==> src/rtl/posit_pkg.sv <==
// Shared posit constants and width helpers for the decoder, mult and encoder stages.
package posit_pkg;

  localparam int P_WIDTH = 8;
  localparam int P_EXP   = 2;
  localparam int P_REGI  = $clog2(P_WIDTH) + 1;
  localparam int P_MTS   = P_WIDTH - 3 - P_EXP;
  localparam int P_SFW   = P_REGI + P_EXP + 1;
  localparam int P_PRODW = 2 * (P_MTS + 1);

  localparam logic [P_WIDTH-1:0] NAR  = {1'b1, {(P_WIDTH-1){1'b0}}};
  localparam logic [P_WIDTH-1:0] ZERO = '0;

  // Largest scale factor representable without clamping (regime of all ones).
  function automatic int maxpos_sf(input int width, input int exp);
    return (width - 2) << exp;
  endfunction

endpackage

==> src/rtl/posit_regime_pack.sv <==
// Combinational pack: builds {regime, exponent, fraction}, keeps the top WIDTH-1 bits
// as the posit body and reduces the dropped bits to guard and sticky.
module posit_regime_pack
  import posit_pkg::*;
#(
  parameter int WIDTH = P_WIDTH,
  parameter int EXP   = P_EXP,
  parameter int FRW   = 2 * (WIDTH - 3 - EXP) + 1,
  parameter int KW    = P_SFW + 1 - P_EXP
) (
  input  logic signed [KW-1:0]    k_i,
  input  logic        [EXP-1:0]   e_i,
  input  logic        [FRW-1:0]   frac_i,
  output logic        [WIDTH-2:0] body_o,
  output logic                    guard_o,
  output logic                    sticky_o
);

  // Wide enough that the longest regime never pushes fraction bits off the end.
  localparam int PW = WIDTH + EXP + FRW;

  logic        [KW-1:0] sh;
  logic signed [PW-1:0] base;
  logic signed [PW-1:0] field;

  // "10" shifted arithmetically by k grows the ones-run; "01" by -k-1 grows the zeros-run.
  always_comb begin
    sh       = k_i[KW-1] ? ~k_i : k_i;
    base     = {(k_i[KW-1] ? 2'b01 : 2'b10), e_i, frac_i, {(WIDTH-2){1'b0}}};
    field    = base >>> sh;
    body_o   = field[PW-1 -: WIDTH-1];
    guard_o  = field[PW-WIDTH];
    sticky_o = |field[PW-WIDTH-1:0];
  end

endmodule

==> src/rtl/posit_encoder.sv <==
// Three-stage posit encoder: normalise/clamp, regime pack, round-nearest-even and sign.
// Optional sat_o output when POSIT_ENC_SAT_FLAG_EN is defined.
module posit_encoder
  import posit_pkg::*;
#(
  parameter int WIDTH = P_WIDTH,
  parameter int EXP   = P_EXP,
  parameter int REGI  = $clog2(WIDTH) + 1,
  parameter int MTS   = WIDTH - 3 - EXP,
  parameter int SFW   = REGI + EXP + 1
) (
  input  logic                    clk_i,
  input  logic                    rstn,
  input  logic                    vld_i,
  output logic                    rdy_o,
  input  logic                    sign_i,
  input  logic signed [SFW-1:0]   sf_i,
  input  logic [2*(MTS+1)-1:0]    mts_i,
  input  logic                    zero_i,
  input  logic                    nar_i,
  output logic                    vld_o,
  input  logic                    rdy_i,
  output logic [WIDTH-1:0]        posit_o
`ifdef POSIT_ENC_SAT_FLAG_EN
  ,
  output logic                    sat_o
`endif
);

  localparam int PRODW = 2 * (MTS + 1);
  localparam int FRW   = 2 * MTS + 1;
  localparam int KW    = SFW + 1 - EXP;

  localparam logic signed [SFW:0]   MAXSF  = (SFW+1)'(maxpos_sf(WIDTH, EXP));
  localparam logic signed [SFW:0]   MINSF  = -MAXSF;
  localparam logic [WIDTH-2:0]      MAXPOS = {(WIDTH-1){1'b1}};
  localparam logic [WIDTH-2:0]      MINPOS = {{(WIDTH-2){1'b0}}, 1'b1};
  localparam logic [WIDTH-1:0]      NAR_W  = {NAR[P_WIDTH-1], {(WIDTH-1){1'b0}}};
  localparam logic [WIDTH-1:0]      ZERO_W = {WIDTH{ZERO[0]}};

  function automatic logic [WIDTH-1:0] round_rne(input logic [WIDTH-2:0] b,
                                                 input logic g, input logic s);
    return {1'b0, b} + WIDTH'(g & (s | b[0]));
  endfunction

  function automatic logic [WIDTH-2:0] sat_body(input logic [WIDTH-1:0] r);
    return r[WIDTH-1] ? MAXPOS : r[WIDTH-2:0];
  endfunction

  logic en;

  logic                    vld_p0_q, vld_p0_d, sign_p0_q, sign_p0_d;
  logic                    zero_p0_q, zero_p0_d, nar_p0_q, nar_p0_d;
  logic                    hi_p0_q, hi_p0_d, lo_p0_q, lo_p0_d;
  logic signed [KW-1:0]    k_p0_q, k_p0_d;
  logic [EXP-1:0]          e_p0_q, e_p0_d;
  logic [FRW-1:0]          frac_p0_q, frac_p0_d;

  logic                    vld_p1_q, vld_p1_d, sign_p1_q, sign_p1_d;
  logic                    zero_p1_q, zero_p1_d, nar_p1_q, nar_p1_d;
  logic                    hi_p1_q, hi_p1_d, lo_p1_q, lo_p1_d;
  logic [WIDTH-2:0]        body_p1_q, body_p1_d;
  logic                    guard_p1_q, guard_p1_d, sticky_p1_q, sticky_p1_d;

  logic                    vld_q, vld_d;
  logic [WIDTH-1:0]        posit_q, posit_d;

  logic signed [SFW:0]     sf_n;
  logic [WIDTH-2:0]        pack_body;
  logic                    pack_guard, pack_sticky;
  logic [WIDTH-1:0]        rnd;
  logic [WIDTH-2:0]        body_s3;

  assign en      = rdy_i | ~vld_q;
  assign rdy_o   = en;
  assign vld_o   = vld_q;
  assign posit_o = posit_q;

  posit_regime_pack #(
    .WIDTH (WIDTH),
    .EXP   (EXP),
    .FRW   (FRW),
    .KW    (KW)
  ) u_pack (
    .k_i      (k_p0_q),
    .e_i      (e_p0_q),
    .frac_i   (frac_p0_q),
    .body_o   (pack_body),
    .guard_o  (pack_guard),
    .sticky_o (pack_sticky)
  );

  always_comb begin
    vld_p0_d  = vld_p0_q;  sign_p0_d = sign_p0_q;  zero_p0_d = zero_p0_q;
    nar_p0_d  = nar_p0_q;  hi_p0_d   = hi_p0_q;    lo_p0_d   = lo_p0_q;
    k_p0_d    = k_p0_q;    e_p0_d    = e_p0_q;     frac_p0_d = frac_p0_q;
    vld_p1_d  = vld_p1_q;  sign_p1_d = sign_p1_q;  zero_p1_d = zero_p1_q;
    nar_p1_d  = nar_p1_q;  hi_p1_d   = hi_p1_q;    lo_p1_d   = lo_p1_q;
    body_p1_d = body_p1_q; guard_p1_d = guard_p1_q; sticky_p1_d = sticky_p1_q;
    vld_d     = vld_q;     posit_d   = posit_q;

    // S1: normalise a 1x.f product and split the scale factor into regime k and exponent e
    sf_n = {sf_i[SFW-1], sf_i} + {{SFW{1'b0}}, mts_i[PRODW-1]};

    // S3: round, saturate, apply sign, then let the special cases win
    rnd = round_rne(body_p1_q, guard_p1_q, sticky_p1_q);
    if (hi_p1_q)      body_s3 = MAXPOS;
    else if (lo_p1_q) body_s3 = MINPOS;
    else              body_s3 = sat_body(rnd);

    if (en) begin
      vld_p0_d  = vld_i;
      sign_p0_d = sign_i;
      zero_p0_d = zero_i;
      nar_p0_d  = nar_i;
      hi_p0_d   = sf_n > MAXSF;
      lo_p0_d   = sf_n < MINSF;
      k_p0_d    = sf_n[SFW:EXP];
      e_p0_d    = sf_n[EXP-1:0];
      frac_p0_d = mts_i[PRODW-1] ? mts_i[2*MTS:0] : {mts_i[2*MTS-1:0], 1'b0};

      // S2: register the packed body alongside the clamp and special flags
      vld_p1_d    = vld_p0_q;
      sign_p1_d   = sign_p0_q;
      zero_p1_d   = zero_p0_q;
      nar_p1_d    = nar_p0_q;
      hi_p1_d     = hi_p0_q;
      lo_p1_d     = lo_p0_q;
      body_p1_d   = pack_body;
      guard_p1_d  = pack_guard;
      sticky_p1_d = pack_sticky;

      vld_d = vld_p1_q;
      if (nar_p1_q)       posit_d = NAR_W;
      else if (zero_p1_q) posit_d = ZERO_W;
      else if (sign_p1_q) posit_d = -{1'b0, body_s3};
      else                posit_d = {1'b0, body_s3};
    end
  end

  always_ff @(posedge clk_i or negedge rstn) begin
    if (!rstn) begin
      vld_p0_q  <= 1'b0; sign_p0_q <= 1'b0; zero_p0_q <= 1'b0; nar_p0_q <= 1'b0;
      hi_p0_q   <= 1'b0; lo_p0_q   <= 1'b0; k_p0_q    <= '0;   e_p0_q   <= '0;
      frac_p0_q <= '0;
      vld_p1_q  <= 1'b0; sign_p1_q <= 1'b0; zero_p1_q <= 1'b0; nar_p1_q <= 1'b0;
      hi_p1_q   <= 1'b0; lo_p1_q   <= 1'b0; body_p1_q <= '0;
      guard_p1_q <= 1'b0; sticky_p1_q <= 1'b0;
      vld_q     <= 1'b0; posit_q   <= '0;
    end else begin
      vld_p0_q  <= vld_p0_d;  sign_p0_q <= sign_p0_d; zero_p0_q <= zero_p0_d;
      nar_p0_q  <= nar_p0_d;  hi_p0_q   <= hi_p0_d;   lo_p0_q   <= lo_p0_d;
      k_p0_q    <= k_p0_d;    e_p0_q    <= e_p0_d;    frac_p0_q <= frac_p0_d;
      vld_p1_q  <= vld_p1_d;  sign_p1_q <= sign_p1_d; zero_p1_q <= zero_p1_d;
      nar_p1_q  <= nar_p1_d;  hi_p1_q   <= hi_p1_d;   lo_p1_q   <= lo_p1_d;
      body_p1_q <= body_p1_d; guard_p1_q <= guard_p1_d; sticky_p1_q <= sticky_p1_d;
      vld_q     <= vld_d;     posit_q   <= posit_d;
    end
  end

`ifdef POSIT_ENC_SAT_FLAG_EN
  logic sat_q, sat_d;

  always_comb begin
    sat_d = sat_q;
    if (en) sat_d = ~nar_p1_q & ~zero_p1_q & (hi_p1_q | lo_p1_q | rnd[WIDTH-1]);
  end

  always_ff @(posedge clk_i or negedge rstn) begin
    if (!rstn) sat_q <= 1'b0;
    else       sat_q <= sat_d;
  end

  assign sat_o = sat_q;
`endif

endmodule

==> config.mk <==
export PLATFORM = sky130hd
export DESIGN_NAME = posit_encoder
export DESIGN_NICKNAME = d
export VERILOG_FILES = /design/src/rtl/posit_pkg.sv /design/src/rtl/posit_regime_pack.sv /design/src/rtl/posit_encoder.sv
export SDC_FILE = /design/constraint.sdc
export NUM_CORES = 1
export LEC_CHECK = 0
export CAP_MARGIN = 30
export CORE_ASPECT_RATIO = 1.75
export CORE_MARGIN = 2
export CORE_UTILIZATION = 45
export CTS_BUF_LIST = sky130_fd_sc_hd__clkbuf_4
export CTS_CLUSTER_DIAMETER = 120
export DETAILED_ROUTE_END_ITERATION = 10
export PLACE_DENSITY = 0.76
export SLEW_MARGIN = 40
export SYNTH_ARGS = -nofsm -noshare
export SYNTH_HDL_FRONTEND = slang
export SYNTH_HIERARCHICAL = 1
export SYNTH_SLANG_ARGS = --single-unit
==> constraint.sdc <==
create_clock -name clk_i -period 3.4 [get_ports clk_i]
set_input_delay 0.68 -clock clk_i [delete_from_list [all_inputs] [get_ports clk_i]]
set_output_delay 0.68 -clock clk_i [all_outputs]
set_load 0.05 [all_outputs]
# Word level (Yosys, flattened, before mapping)

Index checks and enable logic that the tools add are counted.

Output and inout port bits: 10
Input port bits: 22
Memory bits (writable): 0
Bits in read-only memories: 0
Memories: 0
Latch bits: 0
Register bits: 45

$mul: 0
Reduce and logical (&&, ||, !) cells: 1
Mux-type cells: 9
Magnitude comparators: 2
$add $sub $neg: 3
Bitwise logic cells: 5
Div/mod/pow operators: 0
Shift-type cells: 1
Equality and inequality tests: 0

Operator list:

| kind                                                                         | count |
|---|---|
| 7-bit 2-to-1 mux                                                             | 4 |
| 8-bit 2-to-1 mux                                                             | 3 |
| 17-bit by 6-bit >>> shifter with 17-bit output                               | 1 |
| 9-bit OR reduction                                                           | 1 |
| 7-bit by 1-bit adder with 8-bit output                                       | 1 |
| 7-bit by 2-bit adder with 8-bit output                                       | 1 |
| 8-bit by 6-bit > comparator with 1-bit output, second input constant         | 1 |
| 8-bit by 6-bit less-than comparator with 1-bit output, second input constant | 1 |
| 7-bit negator with 8-bit output                                              | 1 |
| 6-bit 2-to-1 mux                                                             | 1 |
| 6-bit NOT                                                                    | 1 |
| 2-bit 2-to-1 mux                                                             | 1 |
| 1-bit OR                                                                     | 2 |
| 1-bit bitwise AND                                                            | 1 |
| 1-bit NOT                                                                    | 1 |

# Longest topological paths before layout

Word-level depth: 10
Gate-level depth with buffers: 11
Depth with buffers taken out: 11

# Cells and area by module

The synthesis kept the hierarchy.

Modules (own cells, without submodules):

| module            | times used | sequential area each (um^2) | area an instance (um^2) | cells an instance |
|---|---|---|---|---|
| posit_encoder     | 1          | 1126.1                      | 2382.3                  | 277 |
| posit_regime_pack | 1          | 0.0                         | 1002.2                  | 154 |

# Least setup slack after synthesis

OpenSTA, ideal clock, no wires.

Path kind: register to register
Start: reg body_p1_q[0]
End: reg posit_q[4], in the netlist posit_o[4]
Arrival time: 2288 ps
Data required time: 3278 ps
Period minus slack after synthesis: 2410 ps
Cell stages (with the launch flop): 11
Path slack: 990 ps
Cell sequence: dfrtp_1 > o21a_1 > ha_1 > and4_4 > and2_1 > nor4_1 > ha_1 > nand2b_1 > o21bai_1 > a211o_1 > a32o_1

Word-level cells in the longest chain between the ends: 10

Ends and longest elaborated chain:

| element                                  | line                 | source |
|---|---|---|
| from (decl)                              | posit_encoder.sv:62  | `logic [WIDTH-2:0] body_p1_q, body_p1_d;` |
| from (signal assigned)                   | posit_encoder.sv:156 | `body_p1_q <= body_p1_d; guard_p1_q <= guard_p1_d; sticky_p1_q <= sticky_p1_d;` |
| 1-bit OR                                 | posit_encoder.sv:43  | `return {1'b0, b} + WIDTH'(g & (s \| b[0]));` |
| 1-bit bitwise AND                        | posit_encoder.sv:43  |  |
| 7-bit by 1-bit adder with 8-bit output * | posit_encoder.sv:43  |  |
| 7-bit 2-to-1 mux *                       | posit_encoder.sv:47  | `return r[WIDTH-1] ? MAXPOS : r[WIDTH-2:0];` |
| 7-bit 2-to-1 mux *                       | posit_encoder.sv:108 | `else if (lo_p1_q) body_s3 = MINPOS;` |
| 7-bit 2-to-1 mux *                       | posit_encoder.sv:107 | `if (hi_p1_q) body_s3 = MAXPOS;` |
| 7-bit negator with 8-bit output          | posit_encoder.sv:136 | `else if (sign_p1_q) posit_d = -{1'b0, body_s3};` |
| 8-bit 2-to-1 mux *                       | posit_encoder.sv:136 |  |
| 8-bit 2-to-1 mux *                       | posit_encoder.sv:135 | `else if (zero_p1_q) posit_d = ZERO_W;` |
| 8-bit 2-to-1 mux *                       | posit_encoder.sv:134 | `if (nar_p1_q) posit_d = NAR_W;` |
| to (signal assigned)                     | posit_encoder.sv:157 | `vld_q <= vld_d; posit_q <= posit_d;` |
| to (decl)                                | posit_encoder.sv:66  | `logic [WIDTH-1:0] posit_q, posit_d;` |

Every way passes the cells marked *; elsewhere a longest branch is shown, timed or not.
A chain may end at the register's enable or synchronous reset.

# Worst setup path in the final report

Ends and elaborated chain as after synthesis.

==> run_results.csv <==
group,metric,value,unit
run_status,status,"completed",
finish,drive_gt1_frac,0.0750,
sta,maxSlewViolCount,0,
floorplanning,floorplan.initialDensity,0.468,
floorplanning,design.die.area,8260,um^2
global_route,grt_pass1_wl,13.7,mm
routing,drt_wl_total,7.86,mm
sta,grt_setup_unrepaired,"no",
setup_path,worstPathRequired,3670,ps
setup_path,cp_slowest_stage_delay,410,ps
floorplanning,rows,41,
placement,place_hpwl,5.79,mm
sta,worst_pin_slew,669,ps
clocking,clk_path_buf_depth,2,
power,intPower,1.38,mW
setup_path,worstPathBufferInverterCount,0,
global_route,grt_max_degree,59,
yosys,synth.most_common_cell,"nand2_1",
power,ir_drop,0.431,mV
yosys,netlist_top_cells_area,"dfrtp_1, nand2_1, o21ai_0",
clocking,cts.sinks,45,
sta,final_hold_viol_count,0,
setup_path,crit_top_cell,"ha_1",
clocking,cts_tree,"built",
clocking,cts-resized-gates,0,
sta,fin_worst_skew,16.8,ps
power,p_comb_frac,0.532,
clocking,clkLatencyLatePin,370,ps
sta,relSlewSlack,0.547,
routing,vias,3089,
yosys,yosysSeqAreaShare,0.333,
clocking,cts.htree.levels,2,
setup_path,cp.depth,10,
yosys,synth_commonest_cells,"nand2_1, dfrtp_1, o21ai_0",
yosys,ys_async_sr_fraction,1.00,
finish,fin_nets,466,
yosys,synth_area_per_cell,7.85,um^2
setup_path,arrival,2890,ps
sta,fmax,381,MHz
routing,ant_nets,0,
global_route,first_global_vias,3059,
placement,io_buffer_count,31,
run,cap_violations,0,
setup_path,r2r_cells,10,
yosys,yosys_warnings,6,
floorplanning,boundaryPins,32,
power,clockPowerShare,0.093,
power,power_switching,1.27,mW
setup_path,path_cells,"o21a_1, ha_1, and4_4, and2_1, nor4_1, ha_1, nand2b_1, o21bai_1, a211o_1, a32o_1",
clocking,cts_buffers,5,
finish,area_delta_synth_final,9.21,%
global_route,grt_use_total,0.201,
sta,post-route-period-util,0.772,
finish,post-route-util,0.511,
clocking,cts_hold_buf,0,
yosys,synth_edf_count,0,
setup_path,critPathKind,"flip-flop to flip-flop",
global_route,antenna_found_initial,0,
floorplanning,die_x,69.6,um
placement,gp_congestion,0.898,
setup_path,path_delay_family,"compound AO/OA/AOI/OAI gates",
yosys,netlist_area,3380,um^2
setup_path,rrSetupSlack,770,ps
setup_path,cp_max_fo,5,
power,p_leak,1.61,nW
yosys,syn_inst,431,
finish,regArea,1130,um^2
yosys,yosys.area.top_type,"dfrtp_1",
power,seqPwrFrac,0.376,
clocking,root_buffer,"clkbuf_4",
global_route,grt_overflow,0,
finish,multiInputGateArea,2020,um^2
yosys,synth_cell_types,68,
routing,drtIter0Drc,304,
finish,antenna_cells,0,
clocking,clkTransAtPathRegs,140,ps
routing,drt_pre_antenna_iters,5,
min_path,hp-class,"primary input to async pin",
sta,period_minus_slack,2630,ps
clocking,postCtsSetupRepairBufs,0,
routing,vias_per_cell,5.87,
floorplanning,core-area,7230,um^2
routing,drc_errors,0,
power,pwr_density_cell,717,nW/um^2
yosys,synth_ff_type,"dfrtp_1",
finish,nFillCells,684,
setup_path,start_kind,"flip-flop",
routing,wl_per_cell,14.9,um
sta,setup_viol,0,
power,p_sw_frac,0.478,
yosys,synthesis.nets,458,
yosys,synth_seq_cells,45,
sta,finalSetupTns,0,ps
setup_path,critPathCaptureType,"flip-flop",
floorplanning,fp.dieH,119,um
yosys,netlist.area_leader.share,0.333,
setup_path,crit_slowest_cell,"dfrtp_1",
[cell families after synthesis]
logic type / Yosys count / synth area share
AOI/OAI and AO/OA: 128 / 0.251
adders and majority gates: 5 / 0.0185
DFF: 45 / 0.333
and+or+nand+nor: 179 / 0.250
buffers and inverters: 47 / 0.0706
muxes: 16 / 0.0484
xor gates and xnor gates: 11 / 0.0285
[worst paths after layout]
path                              startpoint          to
worst min register to register      vld_p1_q    vld_p1_q
worst max register to register  body_p1_q[0]  posit_o[4]
worst min-delay path                    rstn     hi_p0_q
max in group asynchronous               rstn   k_p0_q[5]
worst max-delay path            body_p1_q[0]  posit_o[4]
min in group clk_i                  vld_p1_q    vld_p1_q
[power groups by stage]
stage               Clock [mW]  Combinational [mW]  Sequential [mW]
global placement             0                1.37            0.998
finish                   0.245                1.41            0.995
detailed placement           0                1.40             1.00
CTS                      0.257                1.41            0.993
floorplan                    0                1.10            0.975
global route             0.278                1.58             1.03
[state kept, by name, summed over array words and instances (netlist names)]
name	count
body_p1_q	7
e_p0_q	2
frac_p0_q	7
guard_p1_q	1
hi_p0_q	1
hi_p1_q	1
k_p0_q	6
lo_p0_q	1
lo_p1_q	1
nar_p0_q	1
nar_p1_q	1
posit_o	8
sign_p0_q	1
sign_p1_q	1
sticky_p1_q	1
vld_o	1
vld_p0_q	1
vld_p1_q	1
zero_p0_q	1
zero_p1_q	1
[per-stage QoR]
stage	power, mW	setup slack, ps	area, um^2	cells	hold WS, ps
detailed placement	2.41	540	3650	518	457
floorplan	2.08	990	3380	431	384
global route	2.89	616	3700	526	317
finish	2.65	774	3700	526	275
CTS	2.66	768	3700	526	294
global placement	2.37	624	3640	518	448
[metal layers]
layer / part of all wire / GRT usage / vias up
li1: - / - / 1540
met1: 0.39 / 0.223 / 1457
met2: 0.54 / 0.367 / 69
met3: 0.028 / 0.0230 / 23
met4: 0.037 / 0.108 / 0
met5: 0 / 0 / -
[layout by cell type (no fill, tap or decap), types with 4 or more instances in the layout]
cell type / netlist / routed
xor2_1: 5 / 5
xnor2_1: 6 / 6
o21ai_1: 6 / 6
ha_1: 5 / 5
nor3_1: 6 / 6
o221ai_1: 7 / 7
dfrtp_1: 45 / 44
o21ai_0: 32 / 32
o32ai_1: 4 / 4
a21oi_1: 23 / 23
nor2b_1: 5 / 5
nand3_1: 10 / 10
nor2_1: 19 / 19
nand2b_1: 7 / 7
buf_4: 3 / 8
mux2i_1: 13 / 13
a21o_1: 6 / 6
o21a_1: 7 / 7
a31oi_1: 6 / 6
o211ai_1: 5 / 5
clkbuf_4: 0 / 5
nand2_1: 105 / 105
clkdlybuf4s50_1: 0 / 29
inv_1: 8 / 8
[layout make-up]
class / count / area share
multi-input cells: 339 / 0.546
flip-flops and latches: 45 / 0.305
repair buffers: 37 / 0.0948
well taps: 86 / 0.0291
inverters: 11 / 0.0112
clock buffers: 5 / 0.0102
clock inverters: 3 / 0.00339
Note: power is estimated with default switching activity, not from simulation.
